===== config.mk =====
export PLATFORM = sky130hd
export DESIGN_NAME = uart_tx_fifo
export DESIGN_NICKNAME = d
export VERILOG_FILES = /design/src/rtl/uart_tx_fifo.sv
export SDC_FILE = /design/constraint.sdc
export NUM_CORES = 1
export LEC_CHECK = 0
export CORE_MARGIN = 2
export CORE_UTILIZATION = 40
export DETAILED_ROUTE_END_ITERATION = 8
export MAX_ROUTING_LAYER = met4
export SYNTH_ARGS = -nofsm -noshare
export SYNTH_HDL_FRONTEND = slang
export SYNTH_SLANG_ARGS = --single-unit

===== constraint.sdc =====
create_clock -name clk_i -period 2.82 [get_ports clk_i]
set_input_delay 0.564 -clock clk_i [delete_from_list [all_inputs] [get_ports clk_i]]
set_output_delay 0.564 -clock clk_i [all_outputs]
set_load 0.005 [all_outputs]

===== src/rtl/uart_tx_fifo.sv =====
// Byte FIFO feeding a UART transmitter over its TX_DV / TX_BYTE / DONE handshake.
// One byte is issued per frame; the sequencer waits for DONE to fall and rise again before the next.
module uart_tx_fifo #(
   parameter int DEPTH  = 16,
   parameter int ADDR_W = $clog2(DEPTH)
) (
   input  logic              clk_i,
   input  logic              rst_i,
   input  logic              wr_en_i,
   input  logic [7:0]        wr_data_i,
   output logic              full_o,
   output logic              empty_o,
   output logic [ADDR_W:0]   count_o,
   output logic              overflow_o,
   output logic              tx_dv_o,
   output logic [7:0]        tx_byte_o,
   input  logic              tx_done_i
);

   typedef enum logic [1:0] {
      S_IDLE      = 2'd0,
      S_ISSUE     = 2'd1,
      S_WAIT_BUSY = 2'd2,
      S_WAIT_DONE = 2'd3
   } state_t;

   localparam logic [ADDR_W:0] FULL_COUNT = DEPTH[ADDR_W:0];

   state_t            state_q, state_d;
   logic [7:0]        mem_q [DEPTH];
   logic [ADDR_W-1:0] wr_ptr_q, wr_ptr_d;
   logic [ADDR_W-1:0] rd_ptr_q, rd_ptr_d;
   logic [ADDR_W:0]   count_q, count_d;
   logic              overflow_q, overflow_d;
   logic              tx_dv_q, tx_dv_d;
   logic [7:0]        tx_byte_q;
   logic              wr_accept;
   logic              pop;

   assign full_o     = (count_q == FULL_COUNT);
   assign empty_o    = (count_q == '0);
   assign count_o    = count_q;
   assign overflow_o = overflow_q;
   assign tx_dv_o    = tx_dv_q;
   assign tx_byte_o  = tx_byte_q;

   // FULL is judged on the pre-edge count, so a same-cycle pop never rescues a write
   assign wr_accept = wr_en_i && !full_o;
   assign pop       = (state_q == S_IDLE) && !empty_o && tx_done_i;

   always_comb begin
      wr_ptr_d   = wr_ptr_q;
      rd_ptr_d   = rd_ptr_q;
      count_d    = count_q;
      overflow_d = overflow_q;
      if (wr_accept) begin
         wr_ptr_d = wr_ptr_q + 1'b1;
      end
      if (wr_en_i && full_o) begin
         overflow_d = 1'b1;
      end
      if (pop) begin
         rd_ptr_d = rd_ptr_q + 1'b1;
      end
      case ({wr_accept, pop})
         2'b10:   count_d = count_q + 1'b1;
         2'b01:   count_d = count_q - 1'b1;
         default: count_d = count_q;
      endcase
   end

   // Next-state logic; DONE during ISSUE is stale, hence the mandatory busy/done round trip
   always_comb begin
      state_d = state_q;
      case (state_q)
         S_IDLE:      if (pop) state_d = S_ISSUE;
         S_ISSUE:     state_d = S_WAIT_BUSY;
         S_WAIT_BUSY: if (!tx_done_i) state_d = S_WAIT_DONE;
         S_WAIT_DONE: if (tx_done_i) state_d = S_IDLE;
         default:     state_d = S_IDLE;
      endcase
   end

   always_comb begin
      tx_dv_d = (state_d == S_ISSUE);
   end

   always_ff @(posedge clk_i or posedge rst_i) begin
      if (rst_i) begin
         state_q    <= S_IDLE;
         wr_ptr_q   <= '0;
         rd_ptr_q   <= '0;
         count_q    <= '0;
         overflow_q <= 1'b0;
         tx_dv_q    <= 1'b0;
      end else begin
         state_q    <= state_d;
         wr_ptr_q   <= wr_ptr_d;
         rd_ptr_q   <= rd_ptr_d;
         count_q    <= count_d;
         overflow_q <= overflow_d;
         tx_dv_q    <= tx_dv_d;
      end
   end

   // Storage has no reset so it can map onto block RAM
   always_ff @(posedge clk_i) begin
      if (wr_accept) begin
         mem_q[wr_ptr_q] <= wr_data_i;
      end
   end

   always_ff @(posedge clk_i or posedge rst_i) begin
      if (rst_i) begin
         tx_byte_q <= 8'h00;
      end else if (pop) begin
         tx_byte_q <= mem_q[rd_ptr_q];
      end
   end

endmodule


Word-level counts from Yosys, hierarchy flattened
Memories as Yosys holds them, arrays and structs flattened. A register that Yosys moved wholly into a read port is not among the register bits.
Index checks and enable logic that the tools add are counted.
Word-level totals
  bits in writable memories: 128
  output and inout bits: 17
  bits in registers: 17
  memories: 1
Cells by class
  reductions and logical operators: 9
  $add $sub $neg: 4
  equality and inequality tests: 7
  mux-type cells: 7
Memories
  mem_q: words 16, width 8, read ports 1, clocked after Yosys merged registers in 1, wr ports 1, RTL line 30  | logic [7:0] mem_q [DEPTH];
Operator list (count)
  $pmux 5 s2: 1
  $add 4x1->4 const B: 2
  $pmux 2 s4: 1
  $eq 2x1->1 const B: 3
  $eq 2x2->1 const B: 3
  $mux 2: 3
  $add 5x1->5 const B: 1
  $eq 5x5->1 const B: 1
  $logic_not 5->1: 1
  $sub 5x1->5 const B: 1
  $logic_and 1x1->1: 4
  $logic_not 1->1: 2
  $logic_not 2->1: 1
  $mux 1: 2
  $reduce_bool 2->1: 1

Longest topological paths before layout
  depth after elaboration: 7
  mapped depth: 9
  mapped depth without buffers: 9

Worst setup path before layout
No wires, ideal clock.
  path type: register -> register
  start: reg count_q[1] (netlist: count_o[1])
  end: reg count_q[4] (netlist: count_o[4])
  setup slack: -0.025 ns
  library setup time: 0.080 ns
  data arrival time: 2.765 ns
  buffers on the path: 1
  cell stages (with the launch flop): 10
  clock period less this slack: 2.845 ns
  required time: 2.740 ns
  cells stage by stage: dfrtp_1 -> or4_4 -> o211a_4 -> buf_2 -> ha_1 -> fa_1 -> a21o_1 -> a21oi_1 -> mux2i_1 -> xnor2_1
Between the ends
  word-level cells in the longest chain between the ends: 6
RTL lines
  start, declared: RTL line 33  | logic [ADDR_W:0] count_q, count_d;
  start signal, assigned: RTL line 100  | count_q <= count_d;
  $logic_not 5->1 (*): RTL line 41  | assign empty_o = (count_q == '0);
  $logic_not 1->1 (*): RTL line 49  | assign pop = (state_q == S_IDLE) && !empty_o && tx_done_i;
  $logic_and 1x1->1 (*) (2 in series): RTL line 49
  named net pop: RTL line 38  | logic pop;
  $eq 2x1->1 or $eq 2x2->1 (tied branches): RTL line 65  | case ({wr_accept, pop})
  $pmux 5 s2 or $reduce_bool 2->1 (tied branches)
Mark *: on every way through the listed nets, which the timed path passes. The rest lies on a longest branch.
A chain may end at the register's enable or synchronous reset.

Worst setup path after layout
  start: reg count_q[3] (netlist: count_o[3])
  end: reg count_q[4] (netlist: count_o[4])
Between the ends
  word-level cells in the longest chain between the ends: 6
RTL lines (RTL line)
  $logic_not 5->1: 41
  $logic_not 1->1: 49
  $logic_and 1x1->1 (2 in series): 49
  $eq 2x1->1 or $eq 2x2->1 (tied branches): 65
  $pmux 5 s2 or $reduce_bool 2->1 (tied branches)
Parallel ways exist; a longest one is shown, timed or not.

==> flow_summary_export.csv <==
group,metric,value,unit
clocking,post-cts-setup-buffers,0,
placement,pre_cts_ws,0.0218,ns
global_route,grt_pass1_vias,3082,
synthesis,async_flop_share,16.3,%
worst_setup_path,cp_slowest_cell,"or4_4",
floorplanning,die_area,16300,sq um
placement,gp_congestion,0.716,
sta,finalMaxSlewViolations,0,
synthesis,synth-seq-cells,153,
finish,finish.instance_area,7410,sq um
synthesis,synth_edf_count,128,
finish,n_antenna_cell,0,
routing,drc,0,
placement,io_buffers,28,
clocking,clock_path_buffers,2,
worst_setup_path,critPathKind,"reg -> reg",
clocking,cts_tree,"done",
clocking,htreeDepth,4,
floorplanning,start_util,40.5,%
synthesis,yosysTopAreaCell,"edfxtp_1",
finish,areaGrowthSynthToFinish,21.3,%
worst_setup_path,crit_required,3.17,ns
synthesis,yosysWarnings,0,
pwr,intPower,5510,uW
clocking,path_clk_slew,0.06,ns
clocking,cts_sinks,153,
min_path,min_path_cells,1,
worst_setup_path,path_buf_inv,0,
routing,wl,11.6,mm
clocking,cts_resized,0,
sta,tightest_slew,0.757,ns
job,maxCapViolCount,0,
min_path,min_from,"overflow_o",
pwr,p_sw,2140,uW
floorplanning,coreArea,15100,sq um
finish,layout-drive-gt1-share,26.7,%
sta,hold_viol,0,
sta,setup_violations,0,
clocking,cts_buffers,17,
clocking,ctsHoldBuffers,0,
pwr,leakage,0.00258,uW
synthesis,netlist_area,6110,sq um
min_path,hold_path.class,"reg -> reg",
worst_setup_path,worstPathArrival,2.92,ns
floorplanning,num_rows,45,
synthesis,synth_fp_nets,337,
sta,whs,0.456,ns
pwr,ir_drop,0.730,mV
global_route,grt_antenna_before_repair,0,
global_route,grt_max_degree,34,
worst_setup_path,cp_top_family,"adder cells",
pwr,clkPwrFrac,33.5,%
sta,timing.slew.headroom,49.5,%
placement,dp_hpwl,7.62,mm
synthesis,synth_top_area_share,62.9,%
floorplanning,die_x,128,microns
synthesis,yosysSeqAreaShare,73.2,%
synthesis,postSynthAreaPerCell,19.4,sq um
worst_setup_path,r2r_slack,0.24,ns
synthesis,ys.flop_type,"edfxtp_1",
routing,wl_per_cell,20.3,microns
global_route,grt_use_total,16.2,%
worst_setup_path,cp_slowest_stage_delay,0.52,ns
worst_setup_path,crit_path_end_kind,"flop",
synthesis,syn_inst,315,
routing,antenna_left,0,
worst_setup_path,reg2reg_from,"count_o[3]",
worst_setup_path,timing.rr.end,"count_o[4]",
sta,final.setup.tns,0,ns
sta,min_period_over_period,91.4,%
sta,fin_ws,0.243,ns
pwr,power,7650,uW
pwr,seq_power_share,39.9,%
routing,dr_total_vias,2935,
sta,period_needed,2.58,ns
clocking,insertion_delay,0.42,ns
worst_setup_path,start_kind,"flop",
pwr,swShare,27.9,%
worst_setup_path,ff2ff_path_depth,8,
sta,skew,0.00912,ns
sta,fmax,388,MHz
pwr,powerDensity,1030,nW/um^2
worst_setup_path,crit_chain,"or4_4 > o211a_4 > ha_2 > fa_1 > a21o_1 > a21oi_1 > mux2i_1 > xnor2_1",
routing,viasPerCell,5.15,
routing,drt_iter0_drc,213,
global_route,grt_overflow,0,
global_route,grt_first_pass_wirelength,18.3,mm
min_path,min_to,"overflow_o",
placement,postPlaceCellArea,6740,sq um
synthesis,synth_cell_type_count,35,
floorplanning,io_pins,29,
clocking,clockRootBuffer,"clkbuf_16",
sta,rsz0062_at_grt,"false",
synthesis,synth.top_cells.by_area,"edfxtp_1 63%, mux4_2 12%, dfrtp_1 10%",
run_status,status,"completed",
finish,final_nets,391,
worst_setup_path,worstPathMaxFanout,6,
pwr,p_comb_share,26.6,%
routing,firstDrtPassIters,4,
floorplanning,die_h,128,microns
## synthesized netlist by cell type (all sizes together), types with 2 or more instances
cell type	n
nor3	4
a221oi	8
and2	2
xor2	2
mux4	32
o21ai	3
o22ai	8
inv	5
a21o	4
buf	11
nand2b	3
a21oi	2
clkbuf	6
ha	9
mux2	2
nor2	24
dfrtp	25
xnor2	8
o211a	2
edfxtp	128
nand4	2
mux2i	9
nand2	9
## power by group through the flow
stage	combinational [uW]	sequential [uW]	clock [uW]
floorplan	1380	3010	0
detailed placement	2070	3100	0
finish	2040	3050	2570
CTS	2080	3060	2610
global route	2230	3100	2700
global placement	2040	3080	0
## placed cells by master (no fill, tap or decap), types with 2 or more instances in the layout
cell type / n
a21o_1: 4
clkinv_1: 2
bufinv_16: 6
edfxtp_1: 128
inv_1: 5
mux2_2: 2
xnor2_1: 8
clkinv_4: 2
nor3_1: 4
a221oi_2: 8
nand2_1: 9
nor2_1: 24
clkdlybuf4s50_1: 28
dfrtp_1: 24
mux2i_1: 9
ha_1: 8
nand4_1: 2
nand2b_1: 3
mux4_2: 32
buf_4: 23
o22ai_1: 8
a21oi_1: 2
o21ai_0: 3
clkbuf_16: 17
inv_6: 3
xor2_1: 2
## routing by layer
metal  up-vias  GRT usage (%)  wire length [microns]
li1       1361              -                      -
met1      1516           21.0                   5400
met2        42           24.9                   5630
met3        16           3.85                    369
met4         0           6.79                    200
met5         -              -                      0
## worst reg2reg max path, delay by kind of cell, from the launching register on
| family | cells | cell delay [ns] |
|---|---|---|
| adder cells (fa/ha/maj) | 2 | 0.63 |
| AO/OA/AOI/OAI | 3 | 0.59 |
| multiplexers | 1 | 0.23 |
| flip-flops | 1 | 0.41 |
| XOR/XNOR | 1 | 0.13 |
| AND/OR/NAND/NOR | 1 | 0.52 |
## stage by stage
step | utilization (%) | cells
after floorplan | - | 315
after global placement | 44.7 | 538
after detailed placement | 44.7 | 538
after CTS | 49.1 | 570
after global routing | 49.1 | 570
final | 49.1 | 570
## registers in the layout (all words and copies together) (netlist names)
| name | cells |
|---|---|
| wr_ptr_q | 4 |
| tx_byte_o | 8 |
| rd_ptr_q | 4 |
| mem_q | 128 |
| tx_dv_o | 1 |
| state_q | 2 |
| count_o | 5 |
| overflow_o | 1 |
## kinds of logic (layout without fill, tap and decap cells)
group	Yosys count	after routing	share of synthesized area, %
DFF	153	153	73.2
buffers and inverters	22	89	1.64
adders and majority gates	10	10	2.17
and+or+nand+nor	49	49	3.71
AOI/OAI and AO/OA	28	28	4.26
muxes	43	43	13.6
xor gates and xnor gates	10	10	1.43
## layout make-up
cell class | count | area, sq um
Sequential cell | 153 | 4470
Tap cell | 188 | 235
Inverter | 5 | 18.8
Clock inverter | 15 | 244
Clock buffer | 17 | 425
Timing Repair Buffer | 52 | 473
Multi-Input combinational cell | 140 | 1540
Fill cell | 1244 | 7680
## worst max-delay path by stage
stage | startpoint | end | slack, ns | depth (start not counted)
final | count_o[3] | count_o[4] | 0.24 | 8
after global routing | count_o[1] | full_o | 0.07 | 4
after CTS | count_o[1] | count_o[4] | 0.22 | 8
after detailed placement | wr_en_i | count_o[4] | 0.02 | 9
after global placement | wr_en_i | count_o[4] | 0.12 | 9
after floorplan | count_o[1] | count_o[4] | 0.02 | 9
Note: power is estimated with default switching activity, not from simulation.
